===== config.mk =====
export PLATFORM = sky130hd
export DESIGN_NAME = axis_moving_average
export DESIGN_NICKNAME = d
export VERILOG_FILES = /design/src/rtl/axis_ma_pkg.sv /design/src/rtl/ma_delay_line.sv /design/src/rtl/axis_moving_average.sv
export SDC_FILE = /design/constraint.sdc
export NUM_CORES = 1
export LEC_CHECK = 0
export BUFFER_PORTS_ARGS = -buffer_cell sky130_fd_sc_hd__buf_2
export CAP_MARGIN = 0
export CORE_MARGIN = 1
export CORE_UTILIZATION = 40
export CTS_BUF_LIST = sky130_fd_sc_hd__clkbuf_4 sky130_fd_sc_hd__clkbuf_8
export DETAILED_ROUTE_END_ITERATION = 10
export SLEW_MARGIN = 20
export SYNTH_ARGS = -nofsm -noshare
export SYNTH_HDL_FRONTEND = slang
export SYNTH_HIERARCHICAL = 1
export SYNTH_SLANG_ARGS = --single-unit

===== constraint.sdc =====
create_clock -name clk -period 8.4 [get_ports clk]
set_clock_uncertainty 0.2 [all_clocks]
set_input_delay 1.68 -clock clk [delete_from_list [all_inputs] [get_ports clk]]
set_output_delay 1.68 -clock clk [all_outputs]
set_load 0.02 [all_outputs]

===== src/rtl/axis_ma_pkg.sv =====
`default_nettype none
// ============================================================================
// Module   : axis_ma_pkg
// Brief    : Shared widths and defaults for the AXI-Stream moving-average stage.
// Revision : 1.0
// ============================================================================
package axis_ma_pkg;

    localparam int c_AXIS_W           = 16;
    localparam int c_DATA_W_DEFAULT   = 12;
    localparam int c_LOG2_LEN_DEFAULT = 3;

    // Running-sum width: N * max(sample) always fits in DATA_W + LOG2_LEN bits.
    function automatic int sum_width(input int data_w, input int log2_len);
        return data_w + log2_len;
    endfunction

    localparam int c_SUM_W_DEFAULT = sum_width(c_DATA_W_DEFAULT, c_LOG2_LEN_DEFAULT);

endpackage
`default_nettype wire


===== src/rtl/ma_delay_line.sv =====
`default_nettype none
// ============================================================================
// Module   : ma_delay_line
// Brief    : N-entry register circular buffer; reads the oldest entry at the
//            write pointer and replaces it on write. Fully cleared by reset.
// Revision : 1.0
// ============================================================================
module ma_delay_line
    import axis_ma_pkg::*;
#(
    parameter int DATA_W   = c_DATA_W_DEFAULT,
    parameter int LOG2_LEN = c_LOG2_LEN_DEFAULT
) (
    input  logic              clk,
    input  logic              rst_n,
    input  logic              i_wr_en,
    input  logic [DATA_W-1:0] i_wr_data,
    output logic [DATA_W-1:0] o_rd_data
);

    localparam int c_N = 1 << LOG2_LEN;

    logic [DATA_W-1:0]   r_mem [c_N];
    logic [LOG2_LEN-1:0] r_wr_ptr;

    // Pointer width equals log2(N), so wrap modulo N comes for free.
    always_ff @(posedge clk or negedge rst_n) begin
        if (!rst_n) begin
            for (int i = 0; i < c_N; i++) begin
                r_mem[i] <= '0;
            end
            r_wr_ptr <= '0;
        end else if (i_wr_en) begin
            r_mem[r_wr_ptr] <= i_wr_data;
            r_wr_ptr        <= r_wr_ptr + LOG2_LEN'(1);
        end
    end

    assign o_rd_data = r_mem[r_wr_ptr];

endmodule
`default_nettype wire


===== src/rtl/axis_moving_average.sv =====
`default_nettype none
// ============================================================================
// Module   : axis_moving_average
// Brief    : Boxcar moving average over the last 2^LOG2_LEN AXI-Stream samples,
//            one output per input, tlast passed through, full backpressure.
// Revision : 1.0
// ============================================================================
module axis_moving_average
    import axis_ma_pkg::*;
#(
    parameter int DATA_W   = c_DATA_W_DEFAULT,
    parameter int LOG2_LEN = c_LOG2_LEN_DEFAULT
) (
    input  logic                clk,
    input  logic                rst_n,
    input  logic [c_AXIS_W-1:0] s_axis_tdata,
    input  logic                s_axis_tvalid,
    output logic                s_axis_tready,
    input  logic                s_axis_tlast,
    output logic [c_AXIS_W-1:0] m_axis_tdata,
    output logic                m_axis_tvalid,
    input  logic                m_axis_tready,
    output logic                m_axis_tlast,
    output logic                window_full
);

    localparam int c_SUM_W = sum_width(DATA_W, LOG2_LEN);

    logic                r_m_tvalid;
    logic                r_m_tlast;
    logic [c_AXIS_W-1:0] r_m_tdata;
    logic [c_SUM_W-1:0]  r_sum;
    logic [LOG2_LEN:0]   r_fill_cnt;

    logic                w_accept;
    logic [DATA_W-1:0]   w_x;
    logic [DATA_W-1:0]   w_old;
    logic [c_SUM_W-1:0]  w_sum_next;
    logic                w_unused;

    assign s_axis_tready = !r_m_tvalid || m_axis_tready;
    assign w_accept      = s_axis_tvalid && s_axis_tready;
    assign w_x           = s_axis_tdata[DATA_W-1:0];
    assign w_unused      = ^s_axis_tdata[c_AXIS_W-1:DATA_W];

    ma_delay_line #(
        .DATA_W   (DATA_W),
        .LOG2_LEN (LOG2_LEN)
    ) u_delay_line (
        .clk       (clk),
        .rst_n     (rst_n),
        .i_wr_en   (w_accept),
        .i_wr_data (w_x),
        .o_rd_data (w_old)
    );

    // Modular arithmetic is exact here: the true result is never negative
    // and never exceeds c_SUM_W bits.
    assign w_sum_next = r_sum + c_SUM_W'(w_x) - c_SUM_W'(w_old);

    always_ff @(posedge clk or negedge rst_n) begin
        if (!rst_n) begin
            r_sum      <= '0;
            r_fill_cnt <= '0;
            r_m_tvalid <= 1'b0;
            r_m_tlast  <= 1'b0;
            r_m_tdata  <= '0;
        end else if (w_accept) begin
            r_sum      <= w_sum_next;
            r_m_tvalid <= 1'b1;
            r_m_tlast  <= s_axis_tlast;
            r_m_tdata  <= c_AXIS_W'(w_sum_next[c_SUM_W-1:LOG2_LEN]);
            if (!r_fill_cnt[LOG2_LEN]) begin
                r_fill_cnt <= r_fill_cnt + (LOG2_LEN + 1)'(1);
            end
        end else if (m_axis_tready) begin
            r_m_tvalid <= 1'b0;
        end
    end

    // Counter saturates at exactly N = 2^LOG2_LEN, so its MSB is the full flag.
    assign window_full   = r_fill_cnt[LOG2_LEN];
    assign m_axis_tvalid = r_m_tvalid;
    assign m_axis_tlast  = r_m_tlast;
    assign m_axis_tdata  = r_m_tdata;

endmodule
`default_nettype wire


== After elaboration in Yosys (flattened, before gate mapping) ==
Cells that the tools add are included.
Word-level totals
  bits of input ports: 21
  bits in registers: 132
  word-level logic and storage cells: 38
Operators by class
  order comparisons: 2
  bitwise operators: 2
  add/subtract/negate cells: 4
  mux-type cells: 9
  reduce and logical (&&, ||, !) cells: 6
Operators by type and width (number)
  $bwmux 96: 1
  $bmux 12 s3: 1
  $demux 12 s3: 1
  $mux 12: 3
  $add 15x12->15: 1
  $sub 15x12->15: 1
  $add 4x1->4 const B: 1
  $ge 4x4->1 const B: 1
  $lt 4x1->1 const B: 1
  $mux 4: 1
  $not 3->4: 1
  $add 3x1->3 const B: 1
  $logic_and 1x1->1: 2
  $mux 1: 2
  $reduce_and 2->1: 1
  $reduce_bool 2->1: 1
  $logic_not 1->1: 1
  $logic_or 1x1->1: 1
  $not 1->1: 1

== Depth between registers and ports, before layout ==
  depth after elaboration: 6
  mapped depth: 15
  mapped depth without buffers: 13

== By module ==
The synthesis kept the hierarchy.
Modules (own cells, without submodules)
  ma_delay_line: instances 1, sequential area each 2477.4 µm², cells an instance 262, area each 4529.3 µm²
  axis_moving_average: instances 1, sequential area each 525.5 µm², cells an instance 247, area each 2078.2 µm²

== Least setup slack after synthesis ==
No wires, ideal clock.
  path type: input-to-reg
  from: input s_axis_tdata[7]
  to: register r_sum[14]
  path buffers: 1
  arrival: 3.939 ns
  stages: 10
  data required time: 8.078 ns
  setup slack: 4.140 ns
  path through: inv_1 > fa_1 > inv_1 > ha_1 > buf_6 > a211o_1 > a21oi_4 > a21oi_2 > or4_1 > a32o_1
On the way
  longest elaborated chain between the ends: 2
Ends and longest elaborated chain
  from (decl): line axis_moving_average.sv:16  | input logic [c_AXIS_W-1:0] s_axis_tdata,
  $add 15x12->15: line axis_moving_average.sv:59  | assign w_sum_next = r_sum + c_SUM_W'(w_x) - c_SUM_W'(w_old);
  $sub 15x12->15: line axis_moving_average.sv:59
  to (signal assigned): line axis_moving_average.sv:69  | r_sum <= w_sum_next;
  to (decl): line axis_moving_average.sv:32  | logic [c_SUM_W-1:0] r_sum;
No other way between the ends.
A chain may end at the register's enable or synchronous reset.

== Worst setup path in the final report ==
  from: register u_delay_line.r_wr_ptr[0]
  to: register r_sum[14]
On the way
  longest elaborated chain between the ends: 5
Ends and longest elaborated chain
  from (decl): line ma_delay_line.sv:24  | logic [LOG2_LEN-1:0] r_wr_ptr;
  from (signal assigned): line ma_delay_line.sv:35  | r_wr_ptr <= r_wr_ptr + LOG2_LEN'(1);
  $not 3->4 (implied by the code): line ma_delay_line.sv:39  | assign o_rd_data = r_mem[r_wr_ptr];
  $bmux 12 s3: line ma_delay_line.sv:39
  $mux 12 (implied by the code) (2 in a row): line ma_delay_line.sv:39
  named net w_old[5]: line axis_moving_average.sv:37  | logic [DATA_W-1:0] w_old;
  $sub 15x12->15: line axis_moving_average.sv:59
The timed path passes the listed nets, and every way through them passes these cells. The select of a mux whose other input is x is not followed.

==> results.md <==
* Result of the run: finished, final reports clean
* Filler instances at 1,477
* Post-synthesis area per instance at between 10 and 15 um2
* Critical path launch point type: flop
* Total overflow reported by the global router at 0
* Distinct cell type count of the synthesized netlist at 56
* Proportion of synthesized flip-flops having asynchronous set or reset at 100%
* Required time of the critical path at 8530 ps
* Number of setup buffers added after CTS at 0
* Die boundary height at 131 um
* Inserted Clock Buffers at 17
* Detailed-route via count at 3,936
* Reg-to-reg startpoint: u_delay_line/r_wr_ptr[0]
* Multi-input gate area in the final layout at 0.00313 mm2
* Number of violations reported at the end of detailed-routing iteration 0 at between 150 and 200
* Total clock sinks at 120
* Site row count at 46
* Antenna-violating nets left at 0
* CTS tree: done
* Endpoints failing hold at 0
* Total wire length at 13,500 um
* Setup repair after global routing missed its margin: false
* Start point of the critical path: u_delay_line/r_wr_ptr[0]
* Final setup viols at 0
* Worst setup slack for register-to-register paths at 3920 ps
* Metal1 wirelength at 6300 um
* Reg area at 0.00300 mm2
* Post-layout net count at 577
* Per-cell via count in the routed design at 5.21
* Top layer in use: met4
* Yosys reg bits at 120
* Die footprint at 0.0170 mm2
* Share of the cycle needed by the critical path after routing at 53.3%
* CP endpoint: r_sum[14]
* Gate count after technology mapping at 509
* Starting utilization of the core area at 41.3%
* Root Driver: clkbuf_8
* Total routing usage reported by global routing at 17.9%
* Crit Reg-Reg Endpoint: r_sum[14]
* Core area at 0.0160 mm2
* Critical Path Stages at 12
* Critical-path cell list: buf_4 > mux4_1 > mux2_2 > fa_1 > inv_1 > ha_1 > nand3_2 > nand2_2 > o31ai_2 > a21oi_2 > or4_1 > a32o_1
* Clock network latency to the later pin of the worst-skew pair at 450 ps
* Antenna Cells at 0
* IO buf count at 32
* Wire length of the first global-routing pass at 22,300 um
* Cells after DPL at 724
* Setup TNS at 0 ps
* Final standard cell count with taps included and fillers excluded at 756
* Final max-slew violation count at 0
* Number of violations of the max-capacitance limit at 0
* Largest fanout on the critical path at 34
* Buffer and inverter count on the worst path at 2
* Wire length per cell at between 15 and 20 um
* Share of the yosys chip area belonging to registers at about 45%
* Sum of met2 wire segment lengths after detailed routing at 6520 um
* Count of cells along the worst register-to-register path at 12
* Type of the worst min-delay path: flop to flop
* Clock buffer depth at 2
* Antenna violations before repair at 0
* Fraction of layout instances using a drive strength above 1 at 38.0%
* Maximum number of pins on one net before global-route repair at 80
* Post-synthesis instance area at roughly 0.0066 mm2
* Via count of the first global-routing pass at 4,151
* Number of enable flip-flop cells after synthesis at 0
* Placed wire-length estimate at just under 9000 um
* Data arrival at the endpoint of the critical path at 4610 ps
* Dominant delay contributor by cell family on the critical path: multiplexers
* Post-CTS clock slew at the launch and capture registers of the worst setup and hold paths at 70 ps
* Time the worst path needs with I/O delays and setup at roughly 4500 ps
* Type of the worst setup path: flop to flop
* Maximum operating frequency at 0.223 GHz
* CP max stage cell: mux4_1
* Number of cells upsized or downsized after cts at 0
* Routability cong. at 0.853
* Rel. slew slack at 28.5%
* Maximum level of the CTS H-tree at 4
* Crit. End Element: flop
* Final routed DRC violation total at 0
* Total iterations of the first detailed-routing run at 4
* Prevailing post-synth register cell: dfrtp_1
* Hold-fix buffers, CTS at 0
* Die width at 131 um
* Count of synthesis-stage warnings from yosys at 6
* Signed area change from the synthesized netlist to the final layout at 8.84%
* Worst slew pin tran at 1070 ps
* Met3 layer wire length in the routed design at 439 um
* Max incr delay on CP at between 600 and 700 ps
* Number of top-level pins at 41
cells in the final DEF, fill, tap and decap left out, drive strengths merged, types with 4 or more instances in the layout:
master / count
buf: 36
conb: 4
a21oi: 10
dfrtp: 120
ha: 17
nor2: 12
clkbuf: 23
nand2b: 4
fa: 12
clkinv: 8
nand3: 6
mux2: 110
inv: 53
a21o: 5
nand2: 27
mux4: 24
xor2: 6
o21ai: 17
xnor2: 8
tightest hold or removal path, delay by kind of cell (launching register included):
kind / cells / cell delay, ps
AND/OR/NAND/NOR: 2 / 100
flip-flops: 1 / 340
metrics by stage:
step / instance area [um2] / util (%) / setup WS [ps] / hold WS, ps
after floorplan: 6620 / - / 4140 / 245
final: 7190 / 44.9 / 3920 / 276
after global routing: 7190 / 44.9 / 3740 / 316
after detailed placement: 6800 / 42.5 / 3600 / 266
after global placement: 6800 / 42.5 / 3640 / 260
after CTS: 7190 / 44.9 / 3910 / 284
flip-flops by register name, indices dropped and copies added, names as in the netlist:
| name | flops |
|---|---|
| m_axis_tvalid | 1 |
| m_axis_tlast | 1 |
| u_delay_line/r_mem | 96 |
| u_delay_line/r_wr_ptr | 3 |
| r_sum | 15 |
| r_fill_cnt | 4 |
cell type report:
| cell class | instances | area share [%] |
|---|---|---|
| clock inverter | 9 | 1.37 |
| inverter | 54 | 2.82 |
| timing repair buffer | 36 | 2.73 |
| sequential | 120 | 41.8 |
| tap | 216 | 3.76 |
| clock buffer | 23 | 4.05 |
| multi-input combinational | 298 | 43.5 |
cells by family (layout without fill, tap and decap cells):
| group | Yosys count | in the layout | synth area share, % |
|---|---|---|---|
| mux | 135 | 135 | 27.8 |
| other cells | 1 | 4 | 0.0568 |
| xor+xnor | 14 | 14 | 1.86 |
| buf+inv | 94 | 122 | 7.37 |
| flops | 120 | 120 | 45.4 |
| simple gates | 63 | 63 | 5.09 |
| compound gates | 53 | 53 | 5.51 |
| fa+ha+maj | 29 | 29 | 6.85 |
synth_stat cells, types with 2 or more instances:
cell,number,area [um2]
nand4_1,2,12.5
mux2_2,110,1240
xor2_1,6,52.6
buf_4,17,128
a21oi_2,2,17.5
buf_2,12,60.1
fa_1,12,240
a211oi_1,3,22.5
a21o_1,5,37.5
o21a_1,3,22.5
a31oi_1,3,18.8
nand4b_1,3,26.3
xnor2_1,8,70.1
mux4_1,13,342
nand2_1,25,93.8
nor2_1,12,45.0
nand3_1,5,25.0
ha_1,17,213
o21ai_1,2,10.0
nand2b_1,3,18.8
clkbuf_1,3,11.3
buf_6,6,67.6
mux4_2,11,248
and4bb_2,3,37.5
inv_1,52,195
dfrtp_1,120,3000
nand2_2,2,12.5
a21oi_1,7,35.0
o21ai_0,15,75.1
routing by layer:
layer / up-vias / GRT usage, %
met5: - / 0
met3: 20 / 3.79
met4: 0 / 7.17
met1: 2019 / 23.4
li1: 1822 / -
met2: 75 / 29.2
worst min path at each step:
stage / end / startpoint / cells after the start / slack, ps
final: m_axis_tlast / m_axis_tlast / 2 / 280
after global routing: m_axis_tlast / m_axis_tlast / 2 / 320
after CTS: m_axis_tlast / m_axis_tlast / 2 / 280
after detailed placement: m_axis_tlast / m_axis_tlast / 2 / 270
after global placement: r_fill_cnt[2] / r_fill_cnt[2] / 1 / 260
after floorplan: r_fill_cnt[2] / r_fill_cnt[2] / 1 / 250
Power is left out: the tool's default activity adds up to more than one toggle a clock period on the data nets, which glitch-free logic cannot reach.
